**src/rtl/cbus_rr_arbiter.sv**
```systemverilog
// cbus request/response types and a burst-granular round-robin arbiter with an optional
// preferred master and a starvation guard, sharing one cbus between NUM_INPUTS masters.
package cbus_pkg;
  typedef struct packed {
    logic        valid;
    logic        is_write;
    logic [2:0]  size;
    logic [31:0] addr;
    logic [3:0]  strobe;
    logic [31:0] data;
    logic [7:0]  len;
  } cbus_req_t;

  typedef struct packed {
    logic        ready;
    logic        last;
    logic [31:0] data;
  } cbus_resp_t;
endpackage

module cbus_rr_arbiter
  import cbus_pkg::*;
#(
  parameter int unsigned NUM_INPUTS   = 2,
  parameter int unsigned PRIO_EN      = 1,
  parameter int unsigned PRIO_IDX     = 1,
  parameter int unsigned STARVE_LIMIT = 4
) (
  input  logic       clk,
  input  logic       resetn,
  input  cbus_req_t  ireqs  [NUM_INPUTS],
  output cbus_resp_t iresps [NUM_INPUTS],
  output cbus_req_t  oreq,
  input  cbus_resp_t oresp
);

  localparam int unsigned IdxW = (NUM_INPUTS > 1) ? $clog2(NUM_INPUTS) : 1;
  localparam logic [IdxW-1:0] PrioSel  = IdxW'(PRIO_IDX);
  localparam logic [IdxW-1:0] LastSel  = IdxW'(NUM_INPUTS - 1);
  localparam logic [3:0]      StarveMx = 4'(STARVE_LIMIT);

  typedef enum logic [0:0] {StIdle, StBusy} state_e;

  state_e          r_state;
  logic [IdxW-1:0] r_sel;
  logic [IdxW-1:0] r_rr_ptr;
  logic [3:0]      r_starve_cnt [NUM_INPUTS];

  logic [NUM_INPUTS-1:0] w_valid;
  logic                  w_burst_end;
  logic                  w_starve_hit;
  logic                  w_rr_hit;
  logic [IdxW-1:0]       w_starve_idx;
  logic [IdxW-1:0]       w_rr_idx;
  logic [IdxW-1:0]       w_winner;
  logic [IdxW-1:0]       w_sel_next;

  // Position k of the round-robin scan that starts at base.
  function automatic logic [IdxW-1:0] rr_index(input logic [IdxW-1:0] base, input int unsigned k);
    int unsigned s;
    s = 32'(base) + k;
    return IdxW'(s % NUM_INPUTS);
  endfunction

  always_comb begin
    for (int i = 0; i < int'(NUM_INPUTS); i++) begin
      w_valid[i] = ireqs[i].valid;
    end
  end

  assign w_burst_end = (r_state == StBusy) && oresp.ready && oresp.last;
  assign w_sel_next  = (r_sel == LastSel) ? '0 : r_sel + 1'b1;

  always_comb begin
    w_starve_hit = 1'b0;
    w_starve_idx = '0;
    w_rr_hit     = 1'b0;
    w_rr_idx     = '0;
    for (int unsigned k = 0; k < NUM_INPUTS; k++) begin
      if (!w_starve_hit && w_valid[rr_index(r_rr_ptr, k)] &&
          (r_starve_cnt[rr_index(r_rr_ptr, k)] == StarveMx)) begin
        w_starve_hit = 1'b1;
        w_starve_idx = rr_index(r_rr_ptr, k);
      end
      if (!w_rr_hit && w_valid[rr_index(r_rr_ptr, k)]) begin
        w_rr_hit = 1'b1;
        w_rr_idx = rr_index(r_rr_ptr, k);
      end
    end
    if (w_starve_hit) begin
      w_winner = w_starve_idx;
    end else if ((PRIO_EN != 0) && w_valid[PrioSel]) begin
      w_winner = PrioSel;
    end else begin
      w_winner = w_rr_idx;
    end
  end

  always_ff @(posedge clk or negedge resetn) begin
    if (!resetn) begin
      r_state  <= StIdle;
      r_sel    <= '0;
      r_rr_ptr <= '0;
      for (int i = 0; i < int'(NUM_INPUTS); i++) begin
        r_starve_cnt[i] <= '0;
      end
    end else begin
      unique case (r_state)
        StIdle: begin
          if (|w_valid) begin
            r_sel   <= w_winner;
            r_state <= StBusy;
          end
        end
        StBusy: begin
          // sel stays locked until the final beat, even if the master drops valid.
          if (w_burst_end) begin
            r_state  <= StIdle;
            r_rr_ptr <= w_sel_next;
            for (int i = 0; i < int'(NUM_INPUTS); i++) begin
              if (IdxW'(i) == r_sel) begin
                r_starve_cnt[i] <= '0;
              end else if (w_valid[i] && (r_starve_cnt[i] < StarveMx)) begin
                r_starve_cnt[i] <= r_starve_cnt[i] + 4'd1;
              end
            end
          end
        end
        default: r_state <= StIdle;
      endcase
    end
  end

  always_comb begin
    oreq = '0;
    for (int i = 0; i < int'(NUM_INPUTS); i++) begin
      iresps[i] = '0;
    end
    if (r_state == StBusy) begin
      oreq          = ireqs[r_sel];
      iresps[r_sel] = oresp;
    end
  end

endmodule

```
**config.mk**
```make
export PLATFORM = sky130hd
export DESIGN_NAME = cbus_rr_arbiter
export DESIGN_NICKNAME = d
export VERILOG_FILES = /design/src/rtl/cbus_rr_arbiter.sv
export SDC_FILE = /design/constraint.sdc
export NUM_CORES = 1
export LEC_CHECK = 0
export BUFFER_PORTS_ARGS = -buffer_cell sky130_fd_sc_hd__buf_2
export CAP_MARGIN = 10
export CORE_AREA = 2 2 134 136
export DETAILED_ROUTE_END_ITERATION = 10
export DIE_AREA = 0 0 136 138
export SYNTH_ARGS = -nofsm -noshare
export SYNTH_HDL_FRONTEND = slang
export SYNTH_SLANG_ARGS = --single-unit
```
**constraint.sdc**
```tcl
create_clock -name clk -period 1.5 [get_ports clk]
set_input_delay 0.15 -clock clk [delete_from_list [all_inputs] [get_ports clk]]
set_output_delay 0.15 -clock clk [all_outputs]
set_load 0.02 [all_outputs]
```
* Yosys cells after proc, flatten, opt, wreduce, memory -nomap -nowiden *
Index checks and enable logic that the tools add are counted.

storage, ports and cells
  bits in registers = 11
  input port bits = 198
  output and inout port bits = 149
  logic and storage cells = 76

operators by class
  add/subtract/negate cells = 4
  order comparisons = 8
  eq/ne operators = 3
  muxes and demuxes = 34
  bitwise operators = 5
  reduce and logical (&&, ||, !) cells = 17

operators with widths
  operator                                                   count
  two-way mux 81 bit                                         4
  AND 68 bit                                                 1
  two-way mux 68 bit                                         1
  two-way mux 4 bit                                          10
  demux 34 bit (select 1 bit)                                1
  two-way mux 34 bit                                         1
  two-way mux 1 bit                                          16
  logical AND 1 bit                                          9
  adder 4 x 1 -> 4 bit (second input constant)               2
  equality test 4 x 3 -> 1 bit (second input constant)       2
  < comparator 4 x 3 -> 1 bit (second input constant)        2
  greater-or-equal comparator 2 bit (second input constant)  3
  NOT 1 -> 2 bit                                             3
  AND reduction 3 bit                                        2
  < comparator 1 x 2 -> 1 bit (second input constant)        2
  AND reduction 2 bit                                        2
  adder 1 bit (second input constant)                        2
  zero test 1 bit                                            2
  < comparator 2 x 1 -> 1 bit (second input constant)        1
  inequality test 2 x 1 -> 1 bit (second input constant)     1
  case mux 1 bit (2 select lines)                            1
  nonzero test 2 bit                                         1
  OR reduction 2 bit                                         1
  NOT 1 bit                                                  1

* Longest topological paths before layout *
  depth in word-level cells = 12
  mapped depth = 5
  mapped depth without buffers = 3

* Worst setup path before layout *
No wires, ideal clock.

  path type = flip-flop to output port
  start = reg r_sel
  end = out oreq[19] (netlist bit)
  arrival = 1.197 ns
  required time = 1.350 ns
  path slack = 0.153 ns
  cell stages (with the launch flop) = 6
  buffers on the path = 3
  cell sequence = dfrtp_1 -> buf_6 -> buf_6 -> buf_8 -> mux2i_1 -> nor2b_1

RTL lines
  element                 RTL line  source
  start, declared         45        logic [IdxW-1:0] r_sel;
  start signal, assigned  111       r_sel <= w_winner;
  end, declared           33        output cbus_req_t oreq,

==> metrics <==
Max-Cap Viols=0; die area=0.0188 mm2; Total Wirelength=11.0 mm; R2R Setup Slk=-0.12 ns; Worst EP required=1.35 ns; floorplan core area=0.0175 mm2; final worst clock skew=0.000460 ns; Die W=136 um; Top-Level Pins=347; dpl cell area=0.00453 mm2; CTS tree=yes; final worst slack=-0.187 ns; grt ovf=0; reg2reg start=r_sel; Seq/Total Area, Yosys=10.9%; Min Clock Period, post-route=1.69 ns; Hold Crit Class=input port to flop; Max-slew headroom=79.5%; multiplexer share of the synthesized area=32.8%; CTS Buf Count=3; Max Clock Freq=0.593 GHz; violated checks=negative setup slack; drt drc=0; Syn. warnings=0; simple-gate share of the synthesized area=42.7%; startpoint types=flop; arrival time worst endpoint=1.54 ns; Synth Register Bits=11; post-synth top area share=32.2%; layout cells sized above 1=59.3%; Main synth FF type=dfrtp_1; Synth async-reset ratio=100%; CP max FO=36; fillers=1857; DR vias=3530; Syn Nets=511; library cells used by synthesis=33; Pwr Density=904 mW/mm2; Pleak=2.95 nW; worst slew pin tran=0.307 ns; R2R depth=6; Hold WS=0.158 ns; Gate Count Post-Synth=311; largest net degree at the start of global routing=68; min-delay src=oresp[32]; Clock Sinks=11; reg-to-reg endpoint=r_starve_cnt[4]; Crit Path Class=flop to primary output; Worst setup EP type=primary output; status=complete, but fails checks; XOR/XNOR Fraction of Synth Area=0%; Final setup viols=131; adder-cell share of the synthesized area=0.995%; top cells by count, synth=nor2b_1, mux2i_1, and3_1; htree depth=1; cell with the most instances after synthesis=nor2b_1; Final #Nets=865; VDD IR-drop max=0.000391 V; Hold Path Stages=2; Max Slew Vio Count=0; clk_lat worst skew=0.24 ns; Synth area leaders=mux2i_1, nor2b_1, dfrtp_1; worst hold endpoint=r_starve_cnt[7]; Synth Area in Compound Gates=3.18%; final instance area=0.00520 mm2; estimated wirelength of the detail-placed design=8.46 mm; Layout area overhead=107%; drt wl/cell=12.3 um; routed vias/inst=3.95; number of flops mapped to enable cells by yosys=0; Initial Utilization=14.3%; Die Height=138 um; row count=49; number of global-route vias before repair=3424; clock-pin slew on the worst setup and hold paths=0.04 ns; first-pass GRT wire length=15.7 mm; Initial DRC Count=87; RePlAce Congestion=0.819; GRT Util Overall=10.4%; main combinational cell family by area after synthesis=simple AND/OR/NAND/NOR gates; Buffers on Ports=346; average cell area after synthesis=8.09 um2; root buf cell=clkbuf_16; final period utilization=112%; Longest Clk Path Bufs=2; Antenna Violating Nets Remaining=0; router iterations before antenna repair=4; RSZ-0062 raised after global routing=yes; antenna violations before repair=1; area leader, netlist=mux2i_1; Final Hold Vio Count=0; mapped cell area=0.00252 mm2
==> placed cells by master (no fill, tap or decap), types with 2 or more instances in the layout <==
cell / n
buf_2: 231
buf_4: 106
nor2b_1: 82
mux2i_1: 80
and3_1: 34
and2_1: 33
buf_6: 33
dfrtp_1: 9
buf_12: 8
nor2_1: 6
clkbuf_16: 4
inv_1: 3
a31oi_1: 3
o21ai_0: 3
and2_4: 2
and3_4: 2
nor3b_1: 2
ha_1: 2
==> layout make-up <==
class                      instances  area (um2)  share of cell area [%]
inverter                           3        11.3                   0.216
multi-input combinational        266        2020                    38.9
sequential                        11         280                    5.39
clock buffer                       4        78.8                    1.52
timing repair buffer             380        2520                    48.4
tap                              229         287                    5.51
antenna                            1        2.50                  0.0481
==> state kept, by name, summed over array words and instances (netlist names) <==
name	cells
r_rr_ptr	1
r_sel	1
r_starve_cnt	8
r_state	1
==> power breakdown <==
group | switching, mW | internal (mW)
combinational | 1.88 | 1.89
sequential | 0.0705 | 0.366
clock | 0.135 | 0.357
==> cell families after synthesis <==
logic type	after synthesis
and+or+nand+nor	170
muxes	82
buffers and inverters	34
AOI/OAI and AO/OA	12
DFF	11
adders and majority gates	2
==> per-stage QoR <==
step                      setup TNS [ns]  instances  worst slack [ns]  power (mW)  util (%)
after floorplan                        0        311             0.153        2.54         -
after global placement                 0        873            0.0802        3.56      25.8
after detailed placement               0        873            0.0633        3.58      25.8
after CTS                         -14.35        880            -0.185        4.43      28.2
after global routing              -22.12        894            -0.247        5.00      29.7
final                             -14.53        894            -0.187        4.70      29.7
==> worst max-delay path by stage <==
| stage | start | to | slack [ns] |
|---|---|---|---|
| after floorplan | r_sel | oreq[19] | 0.15 |
| after global placement | r_sel | iresps[38] | 0.08 |
| after detailed placement | r_sel | iresps[43] | 0.06 |
| after CTS | r_sel | oreq[56] | -0.19 |
| after global routing | r_sel | iresps[65] | -0.25 |
| final | r_sel | iresps[65] | -0.19 |
==> layer usage <==
metal | track usage [%] | wire [um] | vias to the layer above
li1 | - | - | 1770
met1 | 10.5 | 3990 | 1563
met2 | 20.7 | 5890 | 193
met3 | 2.60 | 1010 | 4
met4 | 2.47 | 97 | 0
met5 | 0 | 0 | -
==> timing repair <==
| action | CTS | global route |
|---|---|---|
| setup buffers | 1 | 13 |
| endpoints found under the setup margin | 133 | 149 |
| endpoints found under the hold margin | 11 | 0 |
| resized for setup | 107 | 50 |
| pin swaps | 0 | 0 |
| hold buffers | 1 | 0 |
| gates cloned | 1 | 1 |
==> worst max-delay path, stage by stage, from the launching register on <==
cell     delay, ns
dfrtp_4       0.51
buf_12        0.17
nor2b_4       0.12
buf_12        0.18
and2_1        0.16
buf_4         0.15
Power figures use the tool's default switching activity.
